File: config.mk
export PLATFORM = sky130hd
export DESIGN_NAME = shift_rotate_stage
export DESIGN_NICKNAME = d
export VERILOG_FILES = /design/src/rtl/shift_rotate_stage.sv
export SDC_FILE = /design/constraint.sdc
export NUM_CORES = 1
export LEC_CHECK = 0
export CAP_MARGIN = 20
export CORE_MARGIN = 1.5
export CORE_UTILIZATION = 50
export DETAILED_ROUTE_END_ITERATION = 8
export GPL_TIMING_DRIVEN = 0
export PLACE_DENSITY = 0.78
export SLEW_MARGIN = 20
export SYNTH_ARGS = -nofsm -noshare
export SYNTH_HDL_FRONTEND = slang
export SYNTH_SLANG_ARGS = --single-unit
File: constraint.sdc
create_clock -name clock -period 3.1 [get_ports clock]
set_input_delay 0.465 -clock clock [delete_from_list [all_inputs] [get_ports clock]]
set_output_delay 0.465 -clock clock [all_outputs]
set_load 0.03 [all_outputs]
File: src/rtl/shift_rotate_stage.sv
// Two-stage pipelined shift/rotate unit: stage A captures the request, stage B computes and holds
// the result. Valid/ready handshakes on both sides; full throughput while downstream is ready.
module shift_rotate_stage #(
    parameter int WIDTH = 32,
    parameter int CNT_W = 32
) (
    input  logic             clock,
    input  logic             clear,
    input  logic             in_valid,
    output logic             in_ready,
    input  logic [2:0]       op,
    input  logic [WIDTH-1:0] operand,
    input  logic [CNT_W-1:0] count,
    output logic             out_valid,
    input  logic             out_ready,
    output logic [WIDTH-1:0] result,
    output logic             zero,
    output logic             op_err,
    output logic             busy
);

    localparam logic [2:0] OP_SHL  = 3'd0;
    localparam logic [2:0] OP_SHRA = 3'd2;
    localparam logic [2:0] OP_ROL  = 3'd3;
    localparam logic [2:0] OP_ROR  = 3'd4;
    localparam int         SH_W    = 5;

    logic             a_valid_reg;
    logic [2:0]       a_op_reg;
    logic [WIDTH-1:0] a_operand_reg;
    logic [SH_W-1:0]  a_cnt_reg;
    logic             a_sat_reg;

    logic             b_valid_reg;
    logic [WIDTH-1:0] result_reg;
    logic             zero_reg;
    logic             op_err_reg;

    logic b_load;
    logic in_xfer;

    // B refills whenever it is empty or its entry leaves on this same edge.
    assign b_load   = a_valid_reg & (~b_valid_reg | out_ready);
    assign in_ready = ~a_valid_reg | b_load;
    assign in_xfer  = in_valid & in_ready;

    always_ff @(posedge clock) begin
        if (clear) begin
            a_valid_reg   <= 1'b0;
            a_op_reg      <= 3'd0;
            a_operand_reg <= '0;
            a_cnt_reg     <= '0;
            a_sat_reg     <= 1'b0;
        end else if (in_xfer) begin
            a_valid_reg   <= 1'b1;
            a_op_reg      <= op;
            a_operand_reg <= operand;
            a_cnt_reg     <= count[SH_W-1:0];
            a_sat_reg     <= |count[CNT_W-1:SH_W];
        end else if (b_load) begin
            a_valid_reg   <= 1'b0;
        end
    end

    // Left ops run through the right-shifter on a bit-reversed operand.
    logic left_op;
    logic rot_op;
    logic fill;
    logic [WIDTH-1:0] pre;
    logic [WIDTH-1:0] post;
    logic [SH_W:0][WIDTH-1:0] stage;

    assign left_op = (a_op_reg == OP_SHL) | (a_op_reg == OP_ROL);
    assign rot_op  = (a_op_reg == OP_ROL) | (a_op_reg == OP_ROR);
    assign fill    = (a_op_reg == OP_SHRA) & a_operand_reg[WIDTH-1];

    generate
        for (genvar gi = 0; gi < WIDTH; gi++) begin : g_rev
            assign pre[gi]  = left_op ? a_operand_reg[WIDTH-1-gi] : a_operand_reg[gi];
            assign post[gi] = left_op ? stage[SH_W][WIDTH-1-gi] : stage[SH_W][gi];
        end
    endgenerate

    assign stage[0] = pre;

    generate
        for (genvar gi = 0; gi < SH_W; gi++) begin : g_barrel
            localparam int SH = 1 << gi;
            assign stage[gi+1] = !a_cnt_reg[gi] ? stage[gi] :
                                 rot_op ? {stage[gi][SH-1:0], stage[gi][WIDTH-1:SH]} :
                                          {{SH{fill}}, stage[gi][WIDTH-1:SH]};
        end
    endgenerate

    logic [WIDTH-1:0] calc_result;
    logic             calc_err;

    always_comb begin
        calc_err    = (a_op_reg > OP_ROR);
        calc_result = post;
        if (calc_err) begin
            calc_result = '0;
        end else if (a_sat_reg && !rot_op) begin
            calc_result = (a_op_reg == OP_SHRA) ? {WIDTH{a_operand_reg[WIDTH-1]}} : '0;
        end
    end

    always_ff @(posedge clock) begin
        if (clear) begin
            b_valid_reg <= 1'b0;
            result_reg  <= '0;
            zero_reg    <= 1'b0;
            op_err_reg  <= 1'b0;
        end else if (b_load) begin
            b_valid_reg <= 1'b1;
            result_reg  <= calc_result;
            zero_reg    <= (calc_result == '0);
            op_err_reg  <= calc_err;
        end else if (out_ready) begin
            b_valid_reg <= 1'b0;
        end
    end

    assign out_valid = b_valid_reg;
    assign result    = result_reg;
    assign zero      = zero_reg;
    assign op_err    = op_err_reg;
    assign busy      = a_valid_reg | b_valid_reg;

endmodule

==> results of run 1 <==
worst min-delay path by stage:
stage	from	endpoint	cells past startpoint
floorplan	a_operand_reg[0]$_SDFFE_PP0P_	a_operand_reg[0]$_SDFFE_PP0P_	2
global placement	result[7]$_SDFFE_PP0P_	result[7]$_SDFFE_PP0P_	2
detailed placement	result[30]$_SDFFE_PP0P_	result[30]$_SDFFE_PP0P_	2
CTS	op_err$_SDFFE_PP0P_	op_err$_SDFFE_PP0P_	2
global route	result[14]$_SDFFE_PP0P_	result[14]$_SDFFE_PP0P_	2
finish	op_err$_SDFFE_PP0P_	op_err$_SDFFE_PP0P_	2
cells in the mapped netlist, drive strengths merged, types with 16 or more instances:
cell type | instances | area, µm²
o21ai | 61 | 313
mux2i | 31 | 310
nand3 | 37 | 185
a22oi | 33 | 248
nor3 | 19 | 95.1
nand4 | 17 | 106
inv | 16 | 60.1
clkbuf | 53 | 199
a21oi | 112 | 561
nor2 | 66 | 258
buf | 41 | 234
o211ai | 28 | 210
nand2b | 32 | 200
dfxtp | 77 | 1540
nand2 | 190 | 716
a211oi | 33 | 263
cell type report:
class                      instances  area, µm²  share of cell area
multi-input combinational        820       5730               0.590
sequential                        77       1550               0.159
timing repair buffer             135       1280               0.131
buffer                            92        573              0.0589
clock buffer                      10        239              0.0246
tap                              180        225              0.0232
inverter                          17       63.8             0.00656
clock inverter                     6       61.3             0.00631
cells by family after synthesis:
| kind of cell | share of synthesized area |
|---|---|
| flops | 0.218 |
| mux | 0.100 |
| simple gates | 0.270 |
| buf+inv | 0.0703 |
| xor+xnor | 0.00620 |
| compound gates | 0.335 |
per-stage QoR:
| stage | area, µm² | instances |
|---|---|---|
| 3_3_place_gp | 8350 | 1294 |
| 4_1_cts | 9180 | 1323 |
| 5_1_grt | 9720 | 1337 |
| 2_1_floorplan | 7060 | 1008 |
| 6_report | 9720 | 1337 |
| 3_5_place_dp | 8350 | 1294 |
power groups by stage:
stage	logic (mW)	clock network [mW]	registers (mW)
after floorplan	0.850	0	1.16
after CTS	1.54	1.08	1.11
after global routing	1.83	1.13	1.12
after global placement	1.40	0	1.12
final	1.77	1.08	1.12
after detailed placement	1.40	0	1.13
repair_timing:
item,in CTS,in global routing
pin swaps,23,29
setup buffers,13,14
setup endpoints to repair,33,33
cloned,0,2
hold endpoints to repair,0,0
gates resized for setup,111,99
critical path, cell delays in order, from the launching register on:
cell	delay, ns
dfxtp_2	0.34
buf_6	0.16
xor2_4	0.29
buf_8	0.20
o221ai_1	0.21
nand2_1	0.21
a221oi_4	0.13
or2_0	0.25
mux4_2	0.53
nor4_2	0.30
nand4_1	0.14
nor4_2	0.32
o2bb2ai_1	0.14
layer usage:
layer,track usage,up-vias,share of wire
met5,0,-,0
met2,0.672,871,0.42
met4,0.261,0,0.087
met1,0.548,4311,0.37
li1,-,4058,-
met3,0.109,276,0.12
==> results.yml, run 1 <==
status:
  status: "finished, violations left"
  violations: "design-rule violations, negative setup slack"
critical_path:
  arrival_ns: 3.58
  r2r_end: "zero$_SDFFE_PP0P_"
  endpoint: "zero$_SDFFE_PP0P_"
  setup.worst_path.start: "a_op_reg[1]$_SDFFE_PP0P_"
  worstRegToRegCells: 12
  worst-path-max-fanout: 10
  end_kind: "register"
  regToRegStartpoint: "a_op_reg[1]$_SDFFE_PP0P_"
  rrSetupSlack_ns: -0.19
  start_kind: "register"
  criticalPathCategory: "register to register"
  worstPathRequired_ns: 3.38
floorplan:
  initial_core_util: 0.511
  rows: 43
  die_w_um: 122
  dieArea_um2: 14900
  core_area_um2: 13800
  die_h_um: 122
  io_pins: 108
global_routing:
  grt_max_degree: 14
  track_usage: 0.436
  grt_pass1_wl_um: 48900
  grt_antenna_before_repair: 0
  grt_pass1_vias: 8583
  overflow: 0
clock_tree:
  cts_sinks: 77
  cts_max_level: 3
  cts_root_buf: "clkbuf_16"
  insertion_delay_ns: 0.35
  cts_buffers: 9
  cts_tree: "built"
  cts_hold_buf: 0
  cts_buffer_depth: 2
  clkTransAtPathRegs_ns: 0.06
power_and_ir_drop:
  p_int_mw: 2.37
  power_frac_clock: 0.272
  comb_power_share: 0.446
  p_leak_nw: 3.23
  total_power_mw: 3.97
  power_density_nw_per_um2: 408
  power_frac_seq: 0.282
  power_switching_mw: 1.60
  peakVddDrop_uv: 378
  sw_frac_of_total: 0.403
logic_synthesis:
  ys_ff_latch: 77
  syn-mean-instance-area_um2: 7.01
  yosysSeqAreaShare: 0.218
  synthFlopType: "dfxtp_1"
  synth_area_um2: 7060
  async_flop_share: 0
  synth_cell_types: 76
  yosysWarnings: 0
  synth_cells: 1008
  synth-edff-count: 0
  synth_nets: 1079
finish:
  layout.nets: 1223
  num_antenna_cells: 0
  drive_above_1_share: 0.210
  area_delta_synth_final_pct: 37.6
  fillers: 1114
  layout_commonest_cell: "nand2_1"
  fin_util: 0.703
  layout_common_cells: "nand2_1, a21oi_1, clkdlybuf4s50_1"
sta:
  finalHoldViolations: 0
  max_freq_mhz: 304
  slew_headroom: 0.503
  postLayoutSetupSlackWorst_ns: -0.194
  period_needed_ns: 3.29
  fin_worst_skew_ns: 0.00858
  fin_crit_sh: 1.06
  tightest_slew_ns: 0.742
  holdWs_ns: 0.453
  drv_slew: 0
  setup_tns_ns: -0.863
  rsz0062_at_grt: "yes"
  setup_violations: 13
drt:
  drt.antenna.violating_nets: 0
  remaining_drc_errors: 11
  via_count: 9516
  routed_wl_um: 33200
  wl_per_cell_um: 24.8
  drtIter0Drc: 1488
  dr.pass1.iters: 9
  via_per_inst: 7.12
place:
  dp_slack_ns: -0.869
  dp_hpwl_um: 24700
  gp_congestion: 1.06
  port_buffers: 106
hold_path:
  hold_class: "register to register"
flow_run:
  cap_violations: 0
No activity file was read; power rests on OpenSTA's default activity.
==> run 2: changes to the inputs <==
- CORE_UTILIZATION: 50 -> 55
- HOLD_SLACK_MARGIN: not set -> 0.02
- PLACE_DENSITY: 0.78 -> 0.81
- clock period: 3.1 -> 3.85 ns (I/O delays scaled with it)
==> run 2 against run 1 <==
  * The run ends with negative setup slack left
  * Sequential power is 20% lower
  * Clock skew is 0.0030 ns lower
  * Utilization decreased by 1.1 points
  * Non-clock buffer count decreased by 27
  * Sequential share of layout area increased by 1.8 points
  * Clock power decreased by 14%
  * Final cell count fell by 2.6%
  * Highest routed layer unchanged
==> results.yml, run 2 (synthesis results as in run 1) <==
status:
  status: "finished, violations left"
  violations: "negative setup slack"
place:
  place_area_um2: 8340
  dp.cells: 1286
  gp_congestion: 1.15
  dp_hpwl_um: 23200
  port_buffers: 106
sta:
  period_needed_ns: 3.92
  finalHoldViolations: 0
  fin_crit_sh: 1.02
  postLayoutSetupSlackWorst_ns: -0.0652
  drv_slew: 0
  fin_worst_skew_ns: 0.00562
  rsz0062_at_grt: "yes"
  setup_tns_ns: -0.0652
  holdWs_ns: 0.456
  tightest_slew_ns: 1.09
  max_freq_mhz: 255
  setup_violations: 1
  slew_headroom: 0.254
finish:
  layout.nets: 1196
  final_cells: 1302
  drive_above_1_share: 0.0894
  num_antenna_cells: 0
  layout_commonest_cell: "nand2_1"
  layout_common_cells: "nand2_1, a21oi_1, clkdlybuf4s50_1"
  area_delta_synth_final_pct: 23.1
  stdcell_area_um2: 8690
  fin_util: 0.692
global_routing:
  grt_pass1_vias: 8393
  grt_busiest_layer: "met2"
  grtUsageMet1: 0.564
  grt_pass1_wl_um: 46400
  met3_usage: 0.121
  grt_max_degree: 14
  overflow: 0
  grtUsageMet2: 0.685
  track_usage: 0.454
  grt_antenna_before_repair: 0
power_and_ir_drop:
  power_density_nw_per_um2: 347
  peakVddDrop_uv: 292
  p_leak_nw: 2.91
drt:
  routed_wl_um: 30500
  via_count: 9246
  dr.pass1.iters: 7
  drt.antenna.violating_nets: 0
  drtIter0Drc: 1841
  remaining_drc_errors: 0
  via_per_inst: 7.10
  wl_per_cell_um: 23.4
clock_tree:
  cts_max_level: 3
  cts_root_buf: "clkbuf_16"
  insertion_delay_ns: 0.36
  cts_tree: "built"
  clkTransAtPathRegs_ns: 0.06
  cts_buffer_depth: 2
  cts_buffers: 9
  cts_hold_buf: 0
  cts_sinks: 77
  cts_setup_buffers: 0
floorplan:
  core_area_um2: 12600
  die_w_um: 116
  dieArea_um2: 13500
  io_pins: 108
  initial_core_util: 0.562
  rows: 41
  die_h_um: 116
critical_path:
  end_kind: "register"
  worst-path-max-fanout: 10
  start_kind: "register"
  criticalPathCategory: "register to register"
  arrival_ns: 4.19
  worstPathRequired_ns: 4.13
hold_path:
  hold_class: "register to register"
flow_run:
  cap_violations: 0
[run 2: cell types whose count changed in the layout (fill, tap and decap cells not counted), sizes merged]
cell and change:
buf -27, inv -1, bufinv +1
[run 2: cell type report]
class,instances,area [µm²]
timing repair buffer,107,1070
buffer,93,432
tap,172,215
clock buffer,10,239
inverter,17,63.8
sequential,77,1540
multi-input combinational,820,5050
clock inverter,6,86.3
fill,1074,3870
[run 2: worst max-delay path, stage by stage (launching register included)]
cell       delay (ns)
dfxtp_1          0.50
buf_2            0.36
mux2i_1          0.24
nand3_1          0.11
a311oi_2         0.45
o32ai_1          0.13
a311oi_1         0.47
nor2_1           0.08
a221oi_1         0.50
buf_2            0.31
nand4_1          0.12
nor4_1           0.39
o2bb2ai_1        0.17
[run 2: where the power goes]
group,internal (mW),switching [mW]
logic,0.425,0.775
registers,0.844,0.0486
clock network,0.583,0.343
total,1.85,1.17
[run 2: through the flow]
stage	worst slack (ns)	power, mW
floorplan	0.965	1.62
global placement	-0.153	2.01
detailed placement	-0.102	2.01
CTS	0.0543	2.93
global route	-0.155	3.10
finish	-0.0652	3.02
[run 2: metal layers]
layer,up-vias,part of all wire
li1,3997,-
met3,219,0.13
met4,0,0.081
met5,-,0
met1,4187,0.37
met2,843,0.43
[run 2: worst paths after layout]
kind	start	end	slack, ns	cells past startpoint
max	a_cnt_reg[0]$_SDFFE_PP0P_	zero$_SDFFE_PP0P_	-0.07	12
min reg2reg	result[12]$_SDFFE_PP0P_	result[12]$_SDFFE_PP0P_	0.46	2
min	result[12]$_SDFFE_PP0P_	result[12]$_SDFFE_PP0P_	0.46	2
max reg2reg	a_cnt_reg[0]$_SDFFE_PP0P_	zero$_SDFFE_PP0P_	-0.07	12
[run 2: repair_timing]
item,CTS,global route
hold endpoints to repair,0,0
resized for setup,1,7
gates cloned,0,0
setup endpoints to repair,3,11
pin swaps,0,0
==> run 3: changes to the inputs <==
- GPL_TIMING_DRIVEN: 0 -> 1
- SLEW_MARGIN: 20 -> not set
==> run 3 against run 2 <==
  * The run now ends clean
  * Clock power down 14%
  * Combinational power fell by 6%
  * Highest routed layer unchanged
  * Setup slack better by 0.23 ns
  * Clock skew is 0.0027 ns higher
  * Sequential share of layout area about the same
  * Routed wire length down 12%
  * Non-clock buffer count is 32 lower
==> results.yml, run 3 (synthesis results as in run 1) <==
drt:
  drt.antenna.violating_nets: 0
  drtIter0Drc: 1336
  routed_wl_um: 26800
  dr.pass1.iters: 8
  wl_per_cell_um: 21.1
  via_count: 8570
  via_per_inst: 6.75
  remaining_drc_errors: 0
critical_path:
  criticalPathCategory: "register to register"
  regToRegStartpoint: "a_op_reg[0]$_SDFFE_PP0P_"
  start_kind: "register"
  worst-path-max-fanout: 17
  arrival_ns: 3.94
  worstPathRequired_ns: 4.11
  setup.worst_path.start: "a_op_reg[0]$_SDFFE_PP0P_"
  end_kind: "register"
power_and_ir_drop:
  power_frac_seq: 0.319
  peakVddDrop_uv: 294
  power_frac_clock: 0.281
  sw_frac_of_total: 0.385
  p_leak_nw: 2.95
  p_int_mw: 1.74
  comb_power_share: 0.400
  power_switching_mw: 1.09
  power_density_nw_per_um2: 326
finish:
  drive_above_1_share: 0.114
  fillers: 1095
  layout_common_cells: "nand2_1, a21oi_1, clkdlybuf4s50_1"
  num_antenna_cells: 0
  seqCellArea_um2: 1550
  area_delta_synth_final_pct: 23.0
  multi_input_area_um2: 5040
  layout_commonest_cell: "nand2_1"
  layout.nets: 1164
  fin_util: 0.692
sta:
  rsz0062_at_grt: "no"
  setup_violations: 0
  fin_crit_sh: 0.957
  setup_tns_ns: 0
  tightest_slew_ns: 0.779
  drv_slew: 0
  slew_headroom: 0.467
  period_needed_ns: 3.68
  finalHoldViolations: 0
  fin_worst_skew_ns: 0.00833
  max_freq_mhz: 271
hold_path:
  hold_class: "register to register"
  min_from: "result[15]$_SDFFE_PP0P_"
global_routing:
  overflow: 0
  grt_antenna_before_repair: 0
  grt_pass1_vias: 7800
  grt_max_degree: 78
  track_usage: 0.404
  grt_pass1_wl_um: 42000
clock_tree:
  cts_tree: "built"
  insertion_delay_ns: 0.34
  cts_sinks: 77
  cts_buffer_depth: 2
  cts_buffers: 9
  cts_max_level: 3
  cts_root_buf: "clkbuf_16"
  clkTransAtPathRegs_ns: 0.06
place:
  gp_congestion: 1.09
  dp_hpwl_um: 20600
  port_buffers: 107
floorplan:
  core_area_um2: 12600
  initial_core_util: 0.562
  die_h_um: 116
  die_w_um: 116
  io_pins: 108
  dieArea_um2: 13500
  rows: 41
flow_run:
  cap_violations: 0
status:
  status: "completed"
## run 3: cell count changes in the layout (fill, tap and decap cells not counted), sizes merged
cell,before,now
inv,16,17
clkbuf,63,10
bufinv,2,0
buf,41,62
## run 3: worst max-delay path, cell delays in order (launching register included)
cell and delay, ns:
dfxtp_1 0.37, buf_4 0.20, xor2_4 0.31, buf_4 0.31, buf_4 0.19, a211oi_1 0.10
o21ai_0 0.29, nand4_1 0.24, mux4_2 0.57, nor4_1 0.35, nand4_1 0.13, nor4_1 0.33
o2bb2ai_1 0.18
## run 3: path summary, 6_finish.rpt
path                                                 to  slack [ns]  depth (start not counted)
worst max-delay path                  zero$_SDFFE_PP0P_        0.17                         12
worst min register to register  result[15]$_SDFFE_PP0P_        0.45                          2
worst max register to register        zero$_SDFFE_PP0P_        0.17                         12
worst min-delay path            result[15]$_SDFFE_PP0P_        0.45                          2
## run 3: area by class of cell
class,instances,area share
flip-flops and latches,77,0.178
clock inverters,5,0.00403
multi-input cells,820,0.580
inverters,17,0.00734
repair buffers,168,0.179
clock buffers,10,0.0275
well taps,172,0.0248
## run 3: stage by stage
| step | cell area, µm² | setup slack [ns] | hold WS (ns) | power, mW | cells |
|---|---|---|---|---|---|
| 2_1_floorplan | 7060 | 0.965 | 0.461 | 1.62 | 1008 |
| 3_3_place_gp | 8390 | 0.121 | 0.441 | 1.99 | 1253 |
| 3_5_place_dp | 8390 | 0.0947 | 0.448 | 2.00 | 1253 |
| 4_1_cts | 8660 | 0.0389 | 0.455 | 2.79 | 1268 |
| 5_1_grt | 8690 | 0.00731 | 0.476 | 2.95 | 1269 |
| 6_report | 8690 | 0.166 | 0.455 | 2.83 | 1269 |
## run 3: timing repair
item                                    in CTS  in global routing
hold buffers                                 0                  0
resized for setup                            0                  3
buffers inserted                             0                  0
endpoints found under the setup margin       0                  2
## run 3: metal layers
metal / track usage / share of wire / wire, µm / vias up
met4: 0.199 / 0.043 / 1140 / 0
li1: - / - / - / 3930
met1: 0.539 / 0.40 / 10700 / 3899
met3: 0.115 / 0.12 / 3320 / 104
met2: 0.599 / 0.43 / 11600 / 637
met5: 0 / 0 / 0 / -
## run 3: power by group through the flow
stage                     logic, mW  clock network (mW)  registers, mW
after floorplan               0.684                   0          0.933
after global placement         1.08                   0          0.915
after detailed placement       1.08                   0          0.918
after global routing           1.21               0.830          0.909
after CTS                      1.09               0.803          0.900
final                          1.13               0.794          0.903
